<file path="config.mk">
export PLATFORM = sky130hd
export DESIGN_NAME = mem_stage_lsu
export DESIGN_NICKNAME = d
export VERILOG_FILES = /design/src/rtl/mem_stage_lsu.sv
export SDC_FILE = /design/constraint.sdc
export NUM_CORES = 1
export LEC_CHECK = 0
export CORE_AREA = 2 2 224 226
export CTS_CLUSTER_DIAMETER = 150
export CTS_CLUSTER_SIZE = 10
export DETAILED_ROUTE_END_ITERATION = 10
export DIE_AREA = 0 0 226 228
export GPL_TIMING_DRIVEN = 0
export HOLD_SLACK_MARGIN = 0.02
export RECOVER_POWER = 25
export SLEW_MARGIN = 20
export SYNTH_ARGS = -nofsm -noshare
export SYNTH_HDL_FRONTEND = slang
export SYNTH_SLANG_ARGS = --single-unit
</file>
<file path="constraint.sdc">
create_clock -name clk -period 2.6 [get_ports clk]
set_input_delay 0.26 -clock clk [delete_from_list [all_inputs] [get_ports clk]]
set_output_delay 0.26 -clock clk [all_outputs]
set_load 0.02 [all_outputs]
</file>
<file path="src/rtl/mem_stage_lsu.sv">
// Load/store unit between the pipeline memory stage and the data cache.
// Accepts one op at a time, checks alignment, drives the cache and returns an extended result.
module mem_stage_lsu #(
  parameter int ADDR_WIDTH = 64,
  parameter int DATA_WIDTH = 64,
  parameter int RD_WIDTH   = 5,
  parameter int CNT_WIDTH  = 32
) (
  input  logic                  clk,
  input  logic                  reset,
  input  logic                  req_valid,
  output logic                  req_ready,
  input  logic [ADDR_WIDTH-1:0] req_addr,
  input  logic [DATA_WIDTH-1:0] req_wdata,
  input  logic [1:0]            req_size,
  input  logic                  req_unsigned,
  input  logic                  req_store,
  input  logic [RD_WIDTH-1:0]   req_rd,
  output logic                  resp_valid,
  input  logic                  resp_ready,
  output logic [DATA_WIDTH-1:0] resp_data,
  output logic [RD_WIDTH-1:0]   resp_rd,
  output logic [ADDR_WIDTH-1:0] resp_addr,
  output logic                  resp_misaligned,
  output logic [ADDR_WIDTH-1:0] dc_addr,
  output logic [DATA_WIDTH-1:0] dc_wdata,
  output logic [1:0]            dc_wlen,
  output logic                  dc_enable,
  output logic                  dc_wrn,
  input  logic [DATA_WIDTH-1:0] dc_rdata,
  input  logic                  dc_valid,
  input  logic                  dc_write_done,
  output logic [CNT_WIDTH-1:0]  stat_loads,
  output logic [CNT_WIDTH-1:0]  stat_stores,
  output logic [CNT_WIDTH-1:0]  stat_stall
);

  typedef enum logic [1:0] {IDLE, ACCESS, RESP} state_t;

  state_t                state_reg, state_next;
  logic [ADDR_WIDTH-1:0] addr_reg;
  logic [DATA_WIDTH-1:0] wdata_reg;
  logic [1:0]            size_reg;
  logic                  unsigned_reg;
  logic                  store_reg;
  logic [RD_WIDTH-1:0]   rd_reg;
  logic [DATA_WIDTH-1:0] data_reg;
  logic                  misaligned_reg;
  logic [CNT_WIDTH-1:0]  loads_reg, stores_reg, stall_reg;

  logic                  req_misaligned;
  logic                  access_done;
  logic [DATA_WIDTH-1:0] load_ext;

  // Byte, half and word lanes of the returned cache word
  logic [7:0]  byte_lane [8];
  logic [15:0] half_lane [4];
  logic [31:0] word_lane [2];

  genvar gi;
  generate
    for (gi = 0; gi < 8; gi++) begin : g_byte
      assign byte_lane[gi] = dc_rdata[8*gi +: 8];
    end
    for (gi = 0; gi < 4; gi++) begin : g_half
      assign half_lane[gi] = dc_rdata[16*gi +: 16];
    end
    for (gi = 0; gi < 2; gi++) begin : g_word
      assign word_lane[gi] = dc_rdata[32*gi +: 32];
    end
  endgenerate

  always_comb begin
    req_misaligned = 1'b0;
    case (req_size)
      2'd0: req_misaligned = 1'b0;
      2'd1: req_misaligned = req_addr[0];
      2'd2: req_misaligned = |req_addr[1:0];
      2'd3: req_misaligned = |req_addr[2:0];
      default: req_misaligned = 1'b0;
    endcase
  end

  always_comb begin
    logic [7:0]  b;
    logic [15:0] h;
    logic [31:0] w;
    b = byte_lane[addr_reg[2:0]];
    h = half_lane[addr_reg[2:1]];
    w = word_lane[addr_reg[2]];
    load_ext = dc_rdata;
    case (size_reg)
      2'd0: load_ext = unsigned_reg ? {{(DATA_WIDTH-8){1'b0}}, b}
                                    : {{(DATA_WIDTH-8){b[7]}}, b};
      2'd1: load_ext = unsigned_reg ? {{(DATA_WIDTH-16){1'b0}}, h}
                                    : {{(DATA_WIDTH-16){h[15]}}, h};
      2'd2: load_ext = unsigned_reg ? {{(DATA_WIDTH-32){1'b0}}, w}
                                    : {{(DATA_WIDTH-32){w[31]}}, w};
      default: load_ext = dc_rdata;
    endcase
  end

  // Only the strobe that matches the op type completes the access
  assign access_done = store_reg ? dc_write_done : dc_valid;

  function automatic logic [CNT_WIDTH-1:0] sat_inc(input logic [CNT_WIDTH-1:0] v);
    return (&v) ? v : v + 1'b1;
  endfunction

  always_ff @(posedge clk) begin
    if (!reset) state_reg <= IDLE;
    else        state_reg <= state_next;
  end

  always_comb begin
    state_next = state_reg;
    case (state_reg)
      IDLE:    if (req_valid) state_next = req_misaligned ? RESP : ACCESS;
      ACCESS:  if (access_done) state_next = RESP;
      RESP:    if (resp_ready) state_next = IDLE;
      default: state_next = IDLE;
    endcase
  end

  always_comb begin
    req_ready  = (state_reg == IDLE);
    dc_enable  = (state_reg == ACCESS);
    dc_wrn     = (state_reg == ACCESS) && store_reg;
    resp_valid = (state_reg == RESP);
  end

  always_ff @(posedge clk) begin
    if (!reset) begin
      addr_reg       <= '0;
      wdata_reg      <= '0;
      size_reg       <= '0;
      unsigned_reg   <= 1'b0;
      store_reg      <= 1'b0;
      rd_reg         <= '0;
      data_reg       <= '0;
      misaligned_reg <= 1'b0;
      loads_reg      <= '0;
      stores_reg     <= '0;
      stall_reg      <= '0;
    end else begin
      case (state_reg)
        IDLE: begin
          if (req_valid) begin
            addr_reg       <= req_addr;
            wdata_reg      <= req_wdata;
            size_reg       <= req_size;
            unsigned_reg   <= req_unsigned;
            store_reg      <= req_store;
            rd_reg         <= req_rd;
            data_reg       <= '0;
            misaligned_reg <= req_misaligned;
          end
        end
        ACCESS: begin
          if (access_done) begin
            if (store_reg) begin
              data_reg   <= '0;
              stores_reg <= sat_inc(stores_reg);
            end else begin
              data_reg  <= load_ext;
              loads_reg <= sat_inc(loads_reg);
            end
          end else begin
            stall_reg <= sat_inc(stall_reg);
          end
        end
        default: ;
      endcase
    end
  end

  assign resp_data       = data_reg;
  assign resp_rd         = rd_reg;
  assign resp_addr       = addr_reg;
  assign resp_misaligned = misaligned_reg;
  assign dc_addr         = addr_reg;
  assign dc_wdata        = wdata_reg;
  assign dc_wlen         = size_reg;
  assign stat_loads      = loads_reg;
  assign stat_stores     = stores_reg;
  assign stat_stall      = stall_reg;

endmodule

</file>
; Word level (Yosys, flattened, before mapping)
; Index checks and enable logic that the tools add are counted.
; W data, S select, Z words.
[totals]
regBits = 300
inputBits = 207
out_inout_bits = 364
[classes]
add_sub_neg = 3
n_lt_le_gt_ge = 3
eq_ne = 10
n_mux = 24
bitwise_logic = 8
n_reduce_logical = 16
[ops]
columns = operator, count
row1 = $mux W64, 6
row2 = $pmux W64 S3, 1
row3 = $pmux W64 S2, 1
row4 = $add A32 B1 Y32 const B, 3
row5 = $mux W32, 3
row6 = $reduce_and A32 Y1, 3
row7 = $bmux W16 S2, 1
row8 = $mux W16, 2
row9 = $bmux W8 S3, 1
row10 = $mux W8, 2
row11 = $reduce_and A3 Y1, 3
row12 = $eq A2 B2 Y1 const B, 4
row13 = $mux W2, 4
row14 = $reduce_and A4 Y1, 2
row15 = $eq A2 B1 Y1 const B, 3
row16 = $logic_not A2 Y1, 3
row17 = $pmux W2 S3, 1
row18 = $not A1 Y1, 5
row19 = $ge A4 B4 Y1 const B, 1
row20 = $ne A2 B1 Y1 const B, 2
row21 = $not A3 Y4, 1
row22 = $pmux W1 S4, 1
row23 = $ge A3 B3 Y1 const B, 1
row24 = $not A2 Y3, 1
row25 = 9 further kinds, 9

; Logic depth before layout (Yosys ltp)
[depth]
depth_word = 9
mapped_depth = 9
ltp_nobuf = 7

; Worst setup path before layout
; Ideal clock, no wire load.
[synth_timing]
kind = register -> register
start = register addr_reg[2] (netlist: dc_addr[2])
end = register data_reg[33] (netlist: resp_data[33])
setup_time_ns = 0.128
arrival_time_ns = 2.340
required_time_ns = 2.472
slack_ns = 0.132
stages_incl_launch_ff = 9
period_less_slack_ns = 2.468
cell_sequence = dfxtp_1 > buf_2 > mux4_2 > mux2_2 > nand2_1 > nor3_2 > nor3_1 > clkbuf_1 > o21ai_0
[synth_via]
elab_chain_cells = 9
[synth_rtl]
columns = element, line
row1 = "start, declared", 41  ; logic [ADDR_WIDTH-1:0] addr_reg;
row2 = "start signal, assigned", 149  ; addr_reg <= req_addr;
row3 = "$not A3 Y4 (implied by the code), or another cell as far along", 88  ; b = byte_lane[addr_reg[2:0]];
row4 = "$bmux W8 S3, or another cell as far along", 88
row5 = "$mux W8 (implied by the code), or another cell as far along (2 in a row)", 88
row6 = "$mux W64, on equally long branches", "93, 95, 97"
row7 = $pmux W64 S3 *, 92  ; case (size_reg)
row8 = $mux W64 *, 161  ; if (store_reg) begin
row9 = $mux W64 *, 160  ; if (access_done) begin
row10 = $pmux W64 S2 *, 146  ; case (state_reg)
row11 = "end signal, assigned", 165  ; data_reg <= load_ext;
row12 = "end, declared", 47  ; logic [DATA_WIDTH-1:0] data_reg;
; Every way passes the cells marked *; elsewhere a longest branch is shown, timed or not. The select of a mux whose other input is x is not followed.
; A chain may end at the register's enable or synchronous reset.

; Worst setup path after layout
[layout_timing]
start = register addr_reg[2] (netlist: dc_addr[2])
end = register data_reg[34] (netlist: resp_data[34])
; Same word-level chain as after synthesis.

==> metrics.txt <==
status=finished clean; Pint=approximately 8 mW; crit-path most repeated cell=nor3_4; Ports=~570; 1st-pass router iterations=5; clock-pin slew on the worst setup and hold paths=roughly 0.060 ns; GPL Wtd Cong=1.01; Synth area leaders=dfxtp_1 (45%), nand2_1 (10%), a21oi_1 (8.1%), buf_4 (3.6%), o21ai_0 (3.3%); Tcrit/Tclk final=0.949; Syn Area/Cell=8.04 µm²; switching power=between 3 and 4 mW; Starting Density=0.273; antenna-violating nets left=0; Critical Path AT=2.86 ns; initial DRC count=approximately 850; CP bufs+invs=3; Fin. Hold Viols=0; first-pass GRT wire length=~90 mm; die span in x=~230 µm; CP startpoint kind=flop; buffers added on ports=569; maximum clock rate=between 400 and 500 MHz; Sw Ratio=0.286; Gate Count Post-Synth=between 1.5k and 2k; nets@finish=2497; TritonCTS buffer count=35; CTS Hold Buffers Added=0; total of max-cap violations=0; EDFF count, synth=0; Crit. End Element=flop; VDD IR max=358 µV; ys flop type=dfxtp_1; hold crit path type=in -> reg; Post-synth ARST share=0; area share of the largest cell type after synthesis=0.445; Worst Path Required=approximately 3 ns; Seq/Total Area, Yosys=0.445; final worst slack=between 0.1 and 0.15 ns; via/cell ratio=between 4 and 5; critical path's top delay family=multiplexers; fill count=4949; Tmin final=2.47 ns; vias in the first global route=approximately 14k; Residual DRC=0; Total Routed Length=about 61 mm; crit path kind=reg -> reg; P_leak=8.04 nW; yosys warns=0; initial antenna violation count=6; multi-input combinational cell area=between 6000 and 7000 µm²; Min Hold Slack=about 0.1 ns; total gr overflow=0; Clk pwr share=0.379; Worst-Skew Late Latency=between 0.5 and 0.6 ns; H-tree depth=2; Max Clock Skew=between 0.02 and 0.025 ns; Wirelength per Cell=around 21 µm; largest net degree at the start of global routing=11; Seq pwr share=0.427; top cells by count, synth=nand2_1 (367), dfxtp_1 (300), a21oi_1 (217), nor2_1 (115), clkbuf_1 (92); Setup Viol. Count Final=0; CTS tree=done; Total Routing Usage GR=0.229; #FFs+latches synth=300; CTS max path bufs=3; mapped cell area=roughly 13000 µm²; Post-DP HPWL=around 47 mm; Die Y=228 µm; syn nets=about 1.9k; FF/Latch Area=6010 µm²; Pwr Density=roughly 550 nW/µm²; CP peak stage delay=roughly 0.56 ns; Slew @ Worst Pin=between 1 and 1.5 ns; Slew Limit Fails=0; clock sinks=300; die footprint=between 50000 and 60000 µm²; pre-CTS setup slack=-0.815 ns; Root Buffer=clkbuf_16; P&R area growth vs syn=56.7%; combinational group share of total power=0.194; Site Rows=82; cell taking the most area after synthesis=dfxtp_1; worst-path cell chain=buf_4 > mux4_2 > mux2_2 > nand2_1 > nor3_4 > nor3_4 > buf_12 > clkbuf_2 > o21ai_0; CP max FO=10; post-route total power=approximately 12 mW; most frequent cell after synthesis=nand2_1; synth unique cells=59; Slew Limit Headroom=0.286; CP max-delay cell=mux4_2; layout cells sized above 1=0.0760; Core ar.=between 40000 and 50000 µm²; DR vias=about 15k
[area by class of cell]
cell class,instances,area share
antenna,3,0.000355
buffer,165,0.0423
clock buffer,36,0.0426
clock inverter,2,0.00118
inverter,14,0.00255
multi-input combinational,1198,0.314
sequential,300,0.285
tap,672,0.0398
timing repair buffer,573,0.272
[stage by stage]
step | utilization | TNS [ns] | cell area, µm² | instances
after floorplan | - | 0 | 13500 | 1678
after global placement | 0.406 | -44.25 | 20000 | 2919
after detailed placement | 0.406 | -45.25 | 20000 | 2919
after CTS | 0.426 | 0 | 21000 | 2958
after global routing | 0.428 | -0.0102 | 21100 | 2963
final | 0.428 | 0 | 21100 | 2963
[power groups by stage]
| stage | combinational (mW) | clock [mW] | sequential (mW) |
|---|---|---|---|
| final | 2.24 | 4.37 | 4.93 |
| after global routing | 2.38 | 4.67 | 4.95 |
| after CTS | 2.28 | 4.51 | 4.94 |
| after detailed placement | 2.26 | 0 | 5.03 |
| after global placement | 2.26 | 0 | 5.03 |
| after floorplan | 0.845 | 0 | 5.20 |
[worst paths after layout]
path / to / slack, ns / from / cells after the start
max: resp_data[34] / 0.13 / dc_addr[2] / 9
min: stat_loads[13] / 0.1 / reset / 3
max reg2reg: resp_data[34] / 0.13 / dc_addr[2] / 9
min reg2reg: resp_data[36] / 0.45 / resp_data[36] / 2
[routing by layer]
layer  track usage  up-vias  wire, µm
li1              -     6936         -
met1         0.262     6906     24200
met2         0.396      676     29600
met3        0.0560      126      4610
met4         0.114        6      2650
met5             0        -        43
[worst min-delay path, delay by kind of cell]
kind | cells | cell delay (ns)
mux | 1 | 0.06
simple gates | 1 | 0.11
buf+inv | 1 | 0.16
[logic make-up (layout without fill, tap and decap cells)]
group / after synthesis / after routing / share of synthesized area
multiplexers: 54 / 54 / 0.0554
XOR/XNOR: 58 / 58 / 0.0377
AND/OR/NAND/NOR: 717 / 717 / 0.241
buffers and inverters: 180 / 790 / 0.0689
adder cells (fa/ha/maj): 3 / 3 / 0.00278
AO/OA/AOI/OAI: 366 / 366 / 0.149
flip-flops: 300 / 300 / 0.445
other: 0 / 3 / 0
[timing repair]
action | 4_1_cts | 5_1_grt
pin swaps | 2 | 2
setup endpoints to repair | 100 | 139
resized for setup | 16 | 27
setup buffers | 2 | 2
[placed cells by master (no fill, tap or decap), types with 4 or more instances in the layout]
| cell type | instances |
|---|---|
| and4_1 | 11 |
| nor4_1 | 15 |
| or3_1 | 28 |
| or2_2 | 4 |
| nor3_1 | 24 |
| o22ai_1 | 7 |
| nor4_2 | 4 |
| nor2_1 | 114 |
| o211ai_1 | 11 |
| mux2i_1 | 36 |
| clkbuf_1 | 78 |
| xnor2_1 | 40 |
| a211oi_1 | 16 |
| buf_4 | 67 |
| a21oi_1 | 217 |
| mux4_2 | 16 |
| xor2_1 | 18 |
| nand2b_1 | 11 |
| dfxtp_1 | 297 |
| clkbuf_2 | 15 |
| clkbuf_16 | 36 |
| nand4_1 | 28 |
| nand2_1 | 367 |
| o21ai_0 | 88 |
| dlygate4sd3_1 | 160 |
| nor2b_1 | 16 |
| a221oi_1 | 7 |
| inv_1 | 12 |
| nand3_1 | 57 |
| clkdlybuf4s50_1 | 409 |
| and3_1 | 14 |
(Power assumes the default switching activity.)
